$ cat config.mk
export PLATFORM = sky130hd
export DESIGN_NAME = reg_to_axi_lite
export DESIGN_NICKNAME = d
export VERILOG_FILES = /design/src/rtl/reg_to_axi_lite.sv
export SDC_FILE = /design/constraint.sdc
export NUM_CORES = 1
export LEC_CHECK = 0
export CAP_MARGIN = 20
export CORE_MARGIN = 1.5
export CORE_UTILIZATION = 30
export DETAILED_ROUTE_END_ITERATION = 7
export HOLD_SLACK_MARGIN = 0.1
export PLACE_DENSITY_LB_ADDON = 0.3
export SLEW_MARGIN = 20
export SYNTH_ARGS = -nofsm -noshare
export SYNTH_HDL_FRONTEND = slang
export SYNTH_SLANG_ARGS = --single-unit
$ cat constraint.sdc
create_clock -name clk_i -period 1.48 [get_ports clk_i]
set_input_delay 0.296 -clock clk_i [delete_from_list [all_inputs] [get_ports clk_i]]
set_output_delay 0.296 -clock clk_i [all_outputs]
set_load 0.01 [all_outputs]
$ cat src/rtl/reg_to_axi_lite.sv
// Regbus-to-AXI4-Lite initiator bridge; one single-beat transaction in flight at a time.
// Define REG_TO_AXI_LITE_ERR_RESP_EN to map SLVERR/DECERR responses onto reg_rsp_o.error.

package reg_to_axi_lite_pkg;

    localparam int unsigned AW = 32;
    localparam int unsigned DW = 32;
    localparam int unsigned SW = DW / 8;

    typedef struct packed {
        logic [AW-1:0] addr;
        logic [2:0]    prot;
    } ax_chan_t;

    typedef struct packed {
        logic [DW-1:0] data;
        logic [SW-1:0] strb;
    } w_chan_t;

    typedef struct packed {
        logic [1:0] resp;
    } b_chan_t;

    typedef struct packed {
        logic [DW-1:0] data;
        logic [1:0]    resp;
    } r_chan_t;

    typedef struct packed {
        ax_chan_t aw;
        logic     aw_valid;
        w_chan_t  w;
        logic     w_valid;
        logic     b_ready;
        ax_chan_t ar;
        logic     ar_valid;
        logic     r_ready;
    } axi_lite_req_t;

    typedef struct packed {
        logic    aw_ready;
        logic    w_ready;
        b_chan_t b;
        logic    b_valid;
        logic    ar_ready;
        r_chan_t r;
        logic    r_valid;
    } axi_lite_rsp_t;

    typedef struct packed {
        logic [AW-1:0] addr;
        logic          write;
        logic [DW-1:0] wdata;
        logic [SW-1:0] wstrb;
        logic          valid;
    } reg_req_t;

    typedef struct packed {
        logic [DW-1:0] rdata;
        logic          error;
        logic          ready;
    } reg_rsp_t;

endpackage

module reg_to_axi_lite #(
    parameter int unsigned ADDR_WIDTH = 32,
    parameter int unsigned DATA_WIDTH = 32,
    parameter type axi_lite_req_t = reg_to_axi_lite_pkg::axi_lite_req_t,
    parameter type axi_lite_rsp_t = reg_to_axi_lite_pkg::axi_lite_rsp_t,
    parameter type reg_req_t      = reg_to_axi_lite_pkg::reg_req_t,
    parameter type reg_rsp_t      = reg_to_axi_lite_pkg::reg_rsp_t
) (
    input  logic          clk_i,
    input  logic          rst_i,
    input  reg_req_t      reg_req_i,
    output reg_rsp_t      reg_rsp_o,
    output axi_lite_req_t axi_lite_req_o,
    input  axi_lite_rsp_t axi_lite_rsp_i
);

    localparam int unsigned STRB_WIDTH = DATA_WIDTH / 8;

    if ((DATA_WIDTH != 32) && (DATA_WIDTH != 64)) begin : g_bad_data_width
        $error("reg_to_axi_lite: DATA_WIDTH must be 32 or 64");
    end

    // IDLE wait for req | WR_REQ drive AW/W | WR_RESP wait B | RD_REQ drive AR | RD_RESP wait R
    typedef enum logic [2:0] {
        IDLE,
        WR_REQ,
        WR_RESP,
        RD_REQ,
        RD_RESP
    } state_e;

    state_e                  state_q,    state_d;
    logic [ADDR_WIDTH-1:0]   addr_q,     addr_d;
    logic [DATA_WIDTH-1:0]   wdata_q,    wdata_d;
    logic [STRB_WIDTH-1:0]   wstrb_q,    wstrb_d;
    logic                    write_q,    write_d;
    logic                    aw_valid_q, aw_valid_d;
    logic                    w_valid_q,  w_valid_d;
    logic                    ar_valid_q, ar_valid_d;
    logic                    aw_done_q,  aw_done_d;
    logic                    w_done_q,   w_done_d;

    logic aw_hs;
    logic w_hs;
    logic ar_hs;
    logic wr_done;
    logic rd_done;

    always_ff @(posedge clk_i) begin
        if (rst_i) begin
            state_q    <= IDLE;
            addr_q     <= '0;
            wdata_q    <= '0;
            wstrb_q    <= '0;
            write_q    <= 1'b0;
            aw_valid_q <= 1'b0;
            w_valid_q  <= 1'b0;
            ar_valid_q <= 1'b0;
            aw_done_q  <= 1'b0;
            w_done_q   <= 1'b0;
        end else begin
            state_q    <= state_d;
            addr_q     <= addr_d;
            wdata_q    <= wdata_d;
            wstrb_q    <= wstrb_d;
            write_q    <= write_d;
            aw_valid_q <= aw_valid_d;
            w_valid_q  <= w_valid_d;
            ar_valid_q <= ar_valid_d;
            aw_done_q  <= aw_done_d;
            w_done_q   <= w_done_d;
        end
    end

    always_comb begin
        state_d    = state_q;
        addr_d     = addr_q;
        wdata_d    = wdata_q;
        wstrb_d    = wstrb_q;
        write_d    = write_q;
        aw_valid_d = aw_valid_q;
        w_valid_d  = w_valid_q;
        ar_valid_d = ar_valid_q;
        aw_done_d  = aw_done_q;
        w_done_d   = w_done_q;

        aw_hs = aw_valid_q & axi_lite_rsp_i.aw_ready;
        w_hs  = w_valid_q  & axi_lite_rsp_i.w_ready;
        ar_hs = ar_valid_q & axi_lite_rsp_i.ar_ready;

        unique case (state_q)
            IDLE: begin
                if (reg_req_i.valid) begin
                    addr_d    = reg_req_i.addr;
                    wdata_d   = reg_req_i.wdata;
                    wstrb_d   = reg_req_i.wstrb;
                    write_d   = reg_req_i.write;
                    aw_done_d = 1'b0;
                    w_done_d  = 1'b0;
                    if (reg_req_i.write) begin
                        aw_valid_d = 1'b1;
                        w_valid_d  = 1'b1;
                        state_d    = WR_REQ;
                    end else begin
                        ar_valid_d = 1'b1;
                        state_d    = RD_REQ;
                    end
                end
            end
            WR_REQ: begin
                if (aw_hs) begin
                    aw_valid_d = 1'b0;
                    aw_done_d  = 1'b1;
                end
                if (w_hs) begin
                    w_valid_d = 1'b0;
                    w_done_d  = 1'b1;
                end
                // Include this cycle's handshakes so a same-cycle AW+W finish costs no extra cycle.
                if ((aw_done_q | aw_hs) && (w_done_q | w_hs)) begin
                    state_d = WR_RESP;
                end
            end
            WR_RESP: begin
                if (axi_lite_rsp_i.b_valid) begin
                    state_d = IDLE;
                end
            end
            RD_REQ: begin
                if (ar_hs) begin
                    ar_valid_d = 1'b0;
                    state_d    = RD_RESP;
                end
            end
            RD_RESP: begin
                if (axi_lite_rsp_i.r_valid) begin
                    state_d = IDLE;
                end
            end
            default: begin
                state_d = IDLE;
            end
        endcase
    end

    assign wr_done = (state_q == WR_RESP) && axi_lite_rsp_i.b_valid;
    assign rd_done = (state_q == RD_RESP) && axi_lite_rsp_i.r_valid && !write_q;

    always_comb begin
        axi_lite_req_o          = '0;
        axi_lite_req_o.aw.addr  = addr_q;
        axi_lite_req_o.aw.prot  = 3'b000;
        axi_lite_req_o.aw_valid = aw_valid_q;
        axi_lite_req_o.w.data   = wdata_q;
        axi_lite_req_o.w.strb   = wstrb_q;
        axi_lite_req_o.w_valid  = w_valid_q;
        axi_lite_req_o.b_ready  = (state_q == WR_RESP);
        axi_lite_req_o.ar.addr  = addr_q;
        axi_lite_req_o.ar.prot  = 3'b000;
        axi_lite_req_o.ar_valid = ar_valid_q;
        axi_lite_req_o.r_ready  = (state_q == RD_RESP);

        reg_rsp_o       = '0;
        reg_rsp_o.ready = wr_done | rd_done;
        if (rd_done) begin
            reg_rsp_o.rdata = axi_lite_rsp_i.r.data;
        end
`ifdef REG_TO_AXI_LITE_ERR_RESP_EN
        if (wr_done) begin
            reg_rsp_o.error = axi_lite_rsp_i.b.resp[1];
        end
        if (rd_done) begin
            reg_rsp_o.error = axi_lite_rsp_i.r.resp[1];
        end
`endif
    end

`ifndef REG_TO_AXI_LITE_ERR_RESP_EN
    logic unused_resp;
    assign unused_resp = ^{axi_lite_rsp_i.b.resp, axi_lite_rsp_i.r.resp};
`endif

endmodule

==> summary.md <==
| Metric | Value |
|---|---|
| CTS H-tree lvls | `3` |
| CP max stage cell | `dfxtp_2` |
| Largest net degree at the start of global routing | `around 80` |
| Yosys warns | `0` |
| Die width | `roughly 110 um` |
| RR Endpoint | `wdata_q[26]$_SDFFE_PP0P_` |
| Violated checks | `setup timing` |
| Pins Over Slew Limit | `0` |
| Count leader, synth | `nand2_1` |
| GRT busiest layer | `met2` |
| Final antenna-violating net count | `0` |
| Initial core utilization | `30.7%` |
| Post-synth top area cell | `dfxtp_1` |
| CP max stage delay | `about 0.34 ns` |
| Clock power share | `30.3%` |
| CP bufs+invs | `2` |
| Fmax | `0.522 GHz` |
| Post-Syn Area | `3310 sq um` |
| Critical Path Start Type | `flip-flop` |
| Met3 GRT Util | `about 4%` |
| Lkg Pwr | `3.51 nW` |
| Int Power | `a little under 4 mW` |
| Cts hold-fix bufs | `0` |
| Number of stages on the worst hold path | `3` |
| Initial antenna violation count | `0` |
| Layout cell share with drive strength beyond 1 | `about 14%` |
| Hold Startpoint | `rst_i` |
| Placer Congestion | `approximately 0.79` |
| Final Critical Period | `1.92 ns` |
| CTS root buf | `clkbuf_8` |
| HPWL Detailed | `7940 um` |
| CP delay by family, top | `simple AND/OR/NAND/NOR gates` |
| Worst endpoint required time | `approximately 1.2 ns` |
| Mapped Cells | `427` |
| Combinational power share | `26.2%` |
| Post-synthesis sequential area ratio | `between 40 and 50%` |
| PD cells | `~870 nW/um^2` |
| Synth area leaders | `dfxtp_1 (47%), nand2_1 (16%), a21oi_1 (11%)` |
| Reg2reg path depth | `6` |
| Critical setup path kind | `flip-flop to output pin` |
| TritonCTS clock tree | `built` |
| Met2 Use GR | `36.2%` |
| CP Data Arrival Time | `roughly 1.6 ns` |
| Core Util, Final | `56.6%` |
| HP Class | `input pin to flip-flop` |
| Drc violations | `0` |
| WHS | `0.347 ns` |
| Clk slew on worst S/H paths | `0.07 ns` |
| Die Height | `108 um` |
| Setup ws final | `-0.436 ns` |
| Clk sinks | `77` |
| Worst vdd ir | `~500 uV` |
| Via count | `about 3500` |
| Vias in the first global route | `3399` |
| Drt wl/cell | `14.5 um` |
| Crit-path cells | `nor3b_4 -> and3b_2 -> buf_12 -> and2_1 -> clkdlybuf4s15_2` |
| Crit share post-route | `129%` |
| Final wirelength | `11400 um` |
| Final setup violation count | `just over 100` |
| Clock latency on the worst-skew pair | `between 0.3 and 0.4 ns` |
| Initial DRC count | `124` |
| P&R area growth vs syn | `84.3%` |
| N_diodes | `0` |
| Synth top cells by count | `nand2_1 (138), dfxtp_1 (77), a21oi_1 (74), buf_4 (42), and2_1 (32)` |
| Fill cells | `1033` |
| Global-route wire length before repair | `17000 um` |
| Max clock buf depth | `2` |
| Max-cap violations | `0` |
| Layout Skew | `0.00861 ns` |
| Rows | `38` |
| RSZ-0062 raised after global routing | `true` |
| Hold EP | `state_q[0]$_SDFFE_PP0P_` |
| Net Switching | `1.43 mW` |
| Via-to-Cell Ratio | `4.43` |
| Syn Area/Cell | `a little under 8 sq um` |
| Setup crit end kind | `output pin` |
| Placed cell areas | `5730 sq um` |
| Die ar. | `11700 sq um` |
| GRT met1 Usage | `19.9%` |
| Yosys reg bits | `77` |
| GRT Resource Usage Total | `a little under a fifth` |
| Nets | `758` |
| Final Hold Violating Endpoints | `0` |
| # port buffers | `246` |
| Cell variety after synth | `33` |
| Ys flop type | `dfxtp_1` |
| Sequential Power Share | `43.5%` |
| RR Startpoint | `state_q[0]$_SDFFE_PP0P_` |
| I/O pin cnt | `around 260` |
| EDFF count, synth | `0` |
| Status | `finished, violations left` |
| Grt ovf | `0` |
| Flop2flop setup slack | `-0.34 ns` |
| Core Area | `10800 sq um` |
| Synth top area share | `46.5%` |
| Drt pass-1 iters | `4` |
| Post-synth ARST share | `0%` |
| CP max FO | `33` |
| Design Area, Final | `6110 sq um` |
| Sw frac | `27.0%` |
| TritonCTS Buffers | `9` |
## power groups by stage
stage | Sequential (mW) | Combinational, mW | Clock, mW
after floorplan | 2.42 | 0.517 | 0
after global placement | 2.36 | 1.31 | 0
after detailed placement | 2.37 | 1.33 | 0
after CTS | 2.32 | 1.41 | 1.66
after global routing | 2.33 | 1.51 | 1.77
final | 2.31 | 1.39 | 1.61
## layer usage
| layer | vias up | routed length (um) |
|---|---|---|
| met3 | 10 | 750 |
| li1 | 1754 | - |
| met5 | - | 0 |
| met4 | 0 | 136 |
| met2 | 116 | 6190 |
| met1 | 1615 | 4370 |
## worst max-delay path by stage
stage | slack, ns | from | depth (start not counted) | end
floorplan | -0.002 | state_q[1]$_SDFFE_PP0P_ | 4 | reg_rsp_o[19]
global placement | -0.59 | axi_lite_rsp_i[0] | 5 | reg_rsp_o[0]
detailed placement | -0.63 | axi_lite_rsp_i[0] | 5 | reg_rsp_o[18]
CTS | -0.46 | state_q[0]$_SDFFE_PP0P_ | 5 | reg_rsp_o[24]
global route | -0.54 | state_q[0]$_SDFFE_PP0P_ | 5 | reg_rsp_o[24]
finish | -0.44 | state_q[0]$_SDFFE_PP0P_ | 5 | reg_rsp_o[24]
## state kept, by name, indices dropped and copies added, names as in the netlist
name / cells
addr_q: 32
ar_valid_q: 1
aw_done_q: 1
aw_valid_q: 1
state_q: 3
w_done_q: 1
w_valid_q: 1
wdata_q: 32
write_q: 1
wstrb_q: 4
## through the flow
stage	total power, mW	setup WS [ns]	instances	TNS [ns]
CTS	5.39	-0.455	786	-25.27
floorplan	2.94	-0.00214	433	-0.0415
finish	5.31	-0.436	789	-28.63
detailed placement	3.69	-0.632	764	-54.29
global route	5.62	-0.536	789	-34.77
global placement	3.67	-0.586	764	-51.93
## tightest hold or removal path: stages
cell and delay [ns]:
buf_2 0.14, or4_1 0.14, o32ai_1 0.06
## layout make-up
| class | instances | area (sq um) | share of cell area, % |
|---|---|---|---|
| Timing Repair Buffer | 272 | 2810 | 46.0 |
| Sequential cell | 77 | 1550 | 25.3 |
| Multi-Input combinational cell | 282 | 1370 | 22.4 |
| Tap cell | 140 | 175 | 2.87 |
| Clock buffer | 11 | 151 | 2.48 |
| Clock inverter | 4 | 47.5 | 0.779 |
| Inverter | 3 | 11.3 | 0.184 |
## cell usage in the layout (no fill, tap or decap), types with 3 or more instances in the layout
cell,netlist,final
dfxtp_2,0,3
dlygate4sd2_1,0,47
nor3_1,3,3
buf_2,15,31
a21oi_1,74,74
conb_1,1,7
buf_16,0,4
clkdlybuf4s50_1,0,107
buf_4,42,8
buf_6,1,9
dlymetal6s2s_1,0,56
and2_1,32,31
nand2_1,138,138
dfxtp_1,77,74
inv_1,3,3
buf_12,0,8
clkbuf_8,0,11
## kinds of logic (layout without fill, tap and decap cells)
family,after synthesis,count (layout),share of synthesized area (%)
simple gates,192,192,25.9
flops,77,77,46.5
compound gates,83,83,13.4
other cells,1,7,0.113
buf+inv,74,290,14.0
## repair_timing
action,4_1_cts,5_1_grt
cloned,4,1
resized for setup,193,73
endpoints found under the setup margin,208,161
pin swaps,2,1
buffers inserted,3,2
No activity file was read; power rests on OpenSTA's default activity.
